<file path="src/rtl/multi_obj_mover_pkg.sv">
// -----------------------------------------------------------------------------
// multi_obj_mover_pkg
// Shared constants for the object mover slice:
//   - display extents and the sync pipeline delay used by the timing and
//     generator blocks (the leftmost drawable x sits one short of SYNC_DLY)
//   - acceleration FSM state codes
//   - small width helpers used to size selector, step and hold counters
// -----------------------------------------------------------------------------
package multi_obj_mover_pkg;

    localparam int SYNC_DLY = 3;
    localparam int DISP_W   = 640;
    localparam int DISP_H   = 480;

    // Acceleration FSM states
    localparam logic [0:0] ACC_IDLE = 1'b0;
    localparam logic [0:0] ACC_HOLD = 1'b1;

    // A single object still needs a one-bit selector port
    function automatic int sel_width(input int n);
        return (n > 1) ? $clog2(n) : 1;
    endfunction

    // Enough bits to hold the value n itself
    function automatic int hold_width(input int n);
        return $clog2(n) + 1;
    endfunction

endpackage

</file>
<file path="src/rtl/multi_obj_mover_axis_stepper.sv">
// -----------------------------------------------------------------------------
// axis_stepper
// Purely combinational single-axis position update. Moves cur by +/-step
// when exactly one direction is requested, then clamps or wraps the result
// into the legal window [MIN, MAX-1].
// Ports:
//   cur      in  W   current coordinate
//   dir_neg  in  1   request towards MIN
//   dir_pos  in  1   request towards MAX
//   step     in  SW  step magnitude
//   nxt      out W   next coordinate
// -----------------------------------------------------------------------------
module axis_stepper #(
    parameter int W    = 11,
    parameter int SW   = 4,
    parameter int MIN  = 0,
    parameter int MAX  = 640,
    parameter bit WRAP = 1'b0
) (
    input  logic [W-1:0]  cur,
    input  logic          dir_neg,
    input  logic          dir_pos,
    input  logic [SW-1:0] step,
    output logic [W-1:0]  nxt
);

    // Two extra bits: one for sign, one so cur+step can never overflow
    // even when MAX sits at the top of the W-bit range.
    localparam int EW = W + 2;
    localparam logic signed [EW-1:0] MIN_S  = EW'(MIN);
    localparam logic signed [EW-1:0] MAX_S  = EW'(MAX);
    localparam logic signed [EW-1:0] LAST_S = EW'(MAX - 1);
    localparam logic signed [EW-1:0] SPAN_S = EW'(MAX - MIN);

    logic signed [EW-1:0] cur_s;
    logic signed [EW-1:0] step_s;
    logic signed [EW-1:0] sum;
    logic signed [EW-1:0] res;

    assign cur_s  = signed'(EW'(cur));
    assign step_s = signed'(EW'(step));

    // Opposing requests cancel; a stored value outside the window is pulled
    // back to MIN regardless of the requested motion.
    always_comb begin
        sum = cur_s;
        if (dir_neg && !dir_pos) begin
            sum = cur_s - step_s;
        end else if (dir_pos && !dir_neg) begin
            sum = cur_s + step_s;
        end

        if (cur_s < MIN_S || cur_s >= MAX_S) begin
            res = MIN_S;
        end else if (sum < MIN_S) begin
            res = WRAP ? (sum + SPAN_S) : MIN_S;
        end else if (sum >= MAX_S) begin
            res = WRAP ? (sum - SPAN_S) : LAST_S;
        end else begin
            res = sum;
        end
    end

    assign nxt = res[W-1:0];

endmodule

</file>
<file path="src/rtl/multi_obj_mover.sv">
// -----------------------------------------------------------------------------
// multi_obj_mover
// Holds x/y positions for N_OBJ on-screen objects and steps the selected one
// once per frame (vsync falling edge) from the button levels. Holding a
// direction doubles the step every HOLD_FRAMES frames up to MAX_STEP; home
// sends the selected object back to (X_MIN, Y_MIN).
// Ports:
//   clk          in   pixel clock
//   rst_n        in   asynchronous active-low reset
//   move_en      in   movement enable (0 freezes positions, ignores home)
//   sel          in   index of the object under control
//   up/down/left/right in  debounced button levels
//   home         in   return selected object to (X_MIN, Y_MIN) at next tick
//   vsync        in   vertical sync from the VGA timing block
//   x_pos        out  packed x positions, object i at [i*XW +: XW]
//   y_pos        out  packed y positions, object i at [i*YW +: YW]
//   frame_tick   out  one-cycle pulse after each vsync falling edge
//   moving       out  selected object changed position on the last tick
// -----------------------------------------------------------------------------
module multi_obj_mover
    import multi_obj_mover_pkg::*;
#(
    parameter int N_OBJ       = 4,
    parameter int XW          = 11,
    parameter int YW          = 10,
    parameter int X_MIN       = SYNC_DLY - 1,
    parameter int X_MAX       = DISP_W,
    parameter int Y_MIN       = 0,
    parameter int Y_MAX       = DISP_H,
    parameter bit WRAP        = 1'b0,
    parameter int HOLD_FRAMES = 8,
    parameter int MAX_STEP    = 8,
    localparam int SEL_W      = sel_width(N_OBJ)
) (
    input  logic                  clk,
    input  logic                  rst_n,
    input  logic                  move_en,
    input  logic [SEL_W-1:0]      sel,
    input  logic                  up,
    input  logic                  down,
    input  logic                  left,
    input  logic                  right,
    input  logic                  home,
    input  logic                  vsync,
    output logic [N_OBJ*XW-1:0]   x_pos,
    output logic [N_OBJ*YW-1:0]   y_pos,
    output logic                  frame_tick,
    output logic                  moving
);

    localparam int STEP_W = hold_width(MAX_STEP);
    localparam int CNT_W  = hold_width(HOLD_FRAMES);

    logic                vsync_d;
    logic [SEL_W-1:0]    prev_sel;
    logic [XW-1:0]       x_arr [N_OBJ];
    logic [YW-1:0]       y_arr [N_OBJ];

    logic [0:0]          state, base_state, nstate;
    logic [STEP_W-1:0]   step, base_step, nstep;
    logic [CNT_W-1:0]    cnt, base_cnt, ncnt;

    logic                sel_changed;
    logic                sel_valid;
    logic                any_dir;
    logic [XW-1:0]       cur_x, nxt_x, tgt_x;
    logic [YW-1:0]       cur_y, nxt_y, tgt_y;

    assign sel_changed = (sel != prev_sel);
    assign any_dir     = up | down | left | right;

    // Selected-object read mux; an index beyond N_OBJ selects nothing.
    always_comb begin
        cur_x     = XW'(X_MIN);
        cur_y     = YW'(Y_MIN);
        sel_valid = 1'b0;
        for (int i = 0; i < N_OBJ; i++) begin
            if (sel == SEL_W'(i)) begin
                cur_x     = x_arr[i];
                cur_y     = y_arr[i];
                sel_valid = 1'b1;
            end
        end
    end

    // A selection change restarts acceleration in the same cycle, so a tick
    // coinciding with the change already moves the new object by 1.
    always_comb begin
        if (sel_changed) begin
            base_state = ACC_IDLE;
            base_step  = STEP_W'(1);
            base_cnt   = '0;
        end else begin
            base_state = state;
            base_step  = step;
            base_cnt   = cnt;
        end
    end

    axis_stepper #(
        .W(XW), .SW(STEP_W), .MIN(X_MIN), .MAX(X_MAX), .WRAP(WRAP)
    ) u_step_x (
        .cur(cur_x), .dir_neg(left), .dir_pos(right), .step(base_step), .nxt(nxt_x)
    );

    axis_stepper #(
        .W(YW), .SW(STEP_W), .MIN(Y_MIN), .MAX(Y_MAX), .WRAP(WRAP)
    ) u_step_y (
        .cur(cur_y), .dir_neg(up), .dir_pos(down), .step(base_step), .nxt(nxt_y)
    );

    assign tgt_x = home ? XW'(X_MIN) : nxt_x;
    assign tgt_y = home ? YW'(Y_MIN) : nxt_y;

    // Acceleration: every held tick counts, and the tick that completes
    // HOLD_FRAMES doubles the step for the following ticks.
    always_comb begin
        nstate = base_state;
        nstep  = base_step;
        ncnt   = base_cnt;
        if (!move_en) begin
            nstate = ACC_IDLE;
            nstep  = STEP_W'(1);
            ncnt   = '0;
        end else if (frame_tick) begin
            if (home || !any_dir) begin
                nstate = ACC_IDLE;
                nstep  = STEP_W'(1);
                ncnt   = '0;
            end else begin
                nstate = ACC_HOLD;
                if (base_cnt == CNT_W'(HOLD_FRAMES - 1)) begin
                    ncnt = '0;
                    if (base_step < STEP_W'(MAX_STEP)) begin
                        nstep = base_step << 1;
                    end
                end else begin
                    ncnt = base_cnt + CNT_W'(1);
                end
            end
        end
    end

    always_ff @(posedge clk or negedge rst_n) begin
        if (!rst_n) begin
            vsync_d    <= 1'b0;
            frame_tick <= 1'b0;
            prev_sel   <= '0;
            state      <= ACC_IDLE;
            step       <= STEP_W'(1);
            cnt        <= '0;
            moving     <= 1'b0;
            for (int i = 0; i < N_OBJ; i++) begin
                x_arr[i] <= XW'(X_MIN);
                y_arr[i] <= YW'(Y_MIN);
            end
        end else begin
            vsync_d    <= vsync;
            frame_tick <= vsync_d & ~vsync;
            prev_sel   <= sel;
            state      <= nstate;
            step       <= nstep;
            cnt        <= ncnt;
            if (frame_tick) begin
                moving <= move_en && sel_valid && ((tgt_x != cur_x) || (tgt_y != cur_y));
                if (move_en) begin
                    for (int i = 0; i < N_OBJ; i++) begin
                        if (sel == SEL_W'(i)) begin
                            x_arr[i] <= tgt_x;
                            y_arr[i] <= tgt_y;
                        end
                    end
                end
            end
        end
    end

    for (genvar g = 0; g < N_OBJ; g++) begin : g_pack
        assign x_pos[g*XW +: XW] = x_arr[g];
        assign y_pos[g*YW +: YW] = y_arr[g];
    end

endmodule

</file>
<file path="config.mk">
export PLATFORM = sky130hd
export DESIGN_NAME = multi_obj_mover
export DESIGN_NICKNAME = d
export VERILOG_FILES = /design/src/rtl/multi_obj_mover_pkg.sv /design/src/rtl/multi_obj_mover_axis_stepper.sv /design/src/rtl/multi_obj_mover.sv
export SDC_FILE = /design/constraint.sdc
export NUM_CORES = 1
export LEC_CHECK = 0
export CORE_MARGIN = 2
export CORE_UTILIZATION = 54
export DETAILED_ROUTE_END_ITERATION = 7
export PLACE_DENSITY = 0.84
export SLEW_MARGIN = 20
export SYNTH_ARGS = -nofsm -noshare
export SYNTH_HDL_FRONTEND = slang
export SYNTH_SLANG_ARGS = --single-unit
</file>
<file path="constraint.sdc">
create_clock -name clk -period 4.9 [get_ports clk]
set_clock_uncertainty 0.15 [all_clocks]
set_input_delay 0.49 -clock clk [delete_from_list [all_inputs] [get_ports clk]]
set_output_delay 0.49 -clock clk [all_outputs]
set_load 0.01 [all_outputs]
</file>
==> impl_metrics.yaml <==
synthesis:
  yosys_register_bits: 97
  synthTopCellsByArea: "dfrtp_1, o21ai_0, mux4_2"
  ys_async_sr_fraction_pct: 100
  synth_area_leader_cell: "dfrtp_1"
  avgSynthCellArea_um2: 9.14
  synth_edf_count: 0
  synth_area_um2: 6290
  syn_inst: 688
  synthFlopType: "dfrtp_1"
  synth_cell_types: 72
  synth_fp_nets: 723
  synth_top_area_share_pct: 36.6
  ys_seq_area_share_pct: 38.7
  yosysWarningCount: 0
sta:
  max_clock_freq_mhz: 226
  finalCritPeriodShare_pct: 90.2
  fin_crit_ns: 4.42
  worst_pin_slew_ns: 0.674
  maxSlewHeadroom_pct: 54.6
  hold_violations: 0
  setup_viol: 0
  finalMaxSlewViolations: 0
  rsz0062_at_grt: "false"
  setup_slack_ns: 0.482
finish:
  final_common_cell: "nand2_1"
  diodes: 0
  final_nets: 886
  nFillCells: 820
  syn_to_final_growth_pct: 33.1
  final_cell_mix: "nand2_1, o21ai_0, clkdlybuf4s50_1"
  drive_above_1_share_pct: 21.4
detailed_routing:
  m1WireLength_um: 8630
  vias: 6184
  antenna_left: 0
  dr.first_iter.drc_count: 502
  dr_wl_met3_um: 1430
  dr.pass1.iters: 5
  drt-total-wl_um: 20300
  drt-vias-per-instance: 6.19
  post_drt_wl_per_cell_um: 20.3
  drc: 0
  met2_length_um: 9820
  highest_layer: "met4"
global_routing:
  grt_usage_pct: 32.9
  grt_max_degree: 52
  grt_pass1_vias: 6151
  grt_pass1_wl_um: 32600
  antenna_found_initial: 0
  grt_overflow: 0
clock_network:
  hold_buffers: 0
  root_buffer: "clkbuf_16"
  clock-sinks: 97
  clk_latency_ns: 0.35
  cts_max_level: 3
  numCtsBuffers: 9
  cts_tree: "yes"
  cts_buffer_depth: 2
  clk_pin_slew_ns: 0.07
pwr:
  powerDensity_nw_per_um2: 379
  ir_drop_mv: 0.334
  p_total_w: 0.00317
  p_leak_nw: 3.63
place:
  place_ws_ns: -0.195
  port_buffers: 96
  place.gp.congestion: 0.925
  hpwl_um: 15100
worst_setup_path:
  endpoint_kind: "register"
  timing_worst_setup_path_type: "primary input to register"
  cp.arrival_ns: 4.50
  worst_setup_path_start_kind: "primary input"
  ff2ff_setup_slack_ns: 0.52
  required_ns: 4.98
  cp_max_fo: 13
flow_run:
  maxCapViolCount: 0
floorplanning:
  core_um2: 11400
  fp.dieArea_um2: 12500
  dieWidth_um: 112
  die_h_um: 112
  start_util_pct: 55.3
  ios: 97
  core.rowCount: 39
run_status:
  status: "finished, final reports clean"
min_path:
  min_path_type: "primary input to async pin"
[cell usage after synthesis (6+ instances only)]
library cell,n
xnor2_1,12
o21ai_0,96
a21oi_1,29
o22ai_1,8
nor3_1,16
mux2i_1,6
nand2b_1,12
nand2_1,97
xor2_1,6
and3_1,6
a211oi_1,7
inv_1,26
mux2_2,15
nor2_1,42
nor2b_1,13
and2_1,18
ha_1,20
nand3_1,14
mux4_2,19
clkbuf_1,27
dfrtp_1,92
or3_1,8
[sequential cells by signal, indices dropped and copies added (netlist names)]
register	cells
x_pos	44
step	4
vsync_d	1
moving	1
frame_tick	1
y_pos	40
prev_sel	2
cnt	4
[through the flow]
step | area [um^2] | std cells | util [%] | hold slack [ns] | TNS [ns]
after floorplan | 6380 | 688 | - | 0.0444 | 0
after global placement | 8020 | 982 | 70.6 | 0.306 | -0.252
after detailed placement | 8020 | 982 | 70.6 | 0.300 | -0.777
after CTS | 8320 | 998 | 73.2 | 0.0172 | 0
after global routing | 8370 | 999 | 73.6 | 0.0557 | 0
final | 8370 | 999 | 73.6 | 0.0000132 | 0
[worst paths after layout]
kind                                             from               endpoint  cells after the start
worst max-delay path                           sel[0]     moving$_DFFE_PN0P_                     21
worst min-delay path                            rst_n   x_pos[7]$_DFFE_PN0P_                      1
worst max register to register  x_pos[11]$_DFFE_PN0P_     moving$_DFFE_PN0P_                     18
worst min register to register      vsync_d$_DFF_PN0_   frame_tick$_DFF_PN0_                      1
max in group asynchronous                       rst_n  x_pos[11]$_DFFE_PN0P_                      2
min in group clk                    vsync_d$_DFF_PN0_   frame_tick$_DFF_PN0_                      1
[final cells by class]
class | count | area [um^2] | share of cell area (%)
multi-input cells | 528 | 3720 | 44.4
flip-flops and latches | 97 | 2430 | 29.1
repair buffers | 187 | 1640 | 19.6
clock buffers | 10 | 239 | 2.85
well taps | 143 | 179 | 2.14
inverters | 28 | 105 | 1.26
clock inverters | 6 | 61.3 | 0.732
[cell families after synthesis]
family                     share of synthesized area, %
muxes                                              11.2
DFF                                                38.7
xor gates and xnor gates                           2.51
buffers and inverters                              4.18
adders and majority gates                          5.25
AOI/OAI and AO/OA                                  18.9
and+or+nand+nor                                    19.3
[power by group]
| group | switching [W] | internal (W) | total, W |
|---|---|---|---|
| Clock | 0.000345 | 0.000370 | 0.000715 |
| Sequential | 0.000109 | 0.000920 | 0.00103 |
| Combinational | 0.000737 | 0.000691 | 0.00143 |
[metal layers]
metal,global-route usage (%),up-vias
met5,0,-
met4,10.6,0
met3,5.06,31
met2,52.7,280
met1,46.6,3079
li1,-,2794
[repair_timing]
| item | CTS | global route |
|---|---|---|
| setup buffers | 0 | 1 |
| setup endpoints to repair | 0 | 18 |
| gates resized for setup | 0 | 9 |
[worst max-delay path: stages]
cell	delay, ns
buf_2	0.16
buf_4	0.22
mux2i_1	0.25
nand2_1	0.08
o21ai_1	0.19
inv_1	0.11
ha_1	0.21
inv_1	0.07
fa_1	0.20
o21ba_2	0.18
o22ai_1	0.11
or3_1	0.38
a2111oi_4	0.34
nand4_1	0.19
o41ai_4	0.34
buf_4	0.24
nor2b_1	0.08
a221oi_1	0.24
a22oi_1	0.14
nor3_1	0.18
a32oi_1	0.11
Note: power is estimated with default switching activity, not from simulation.
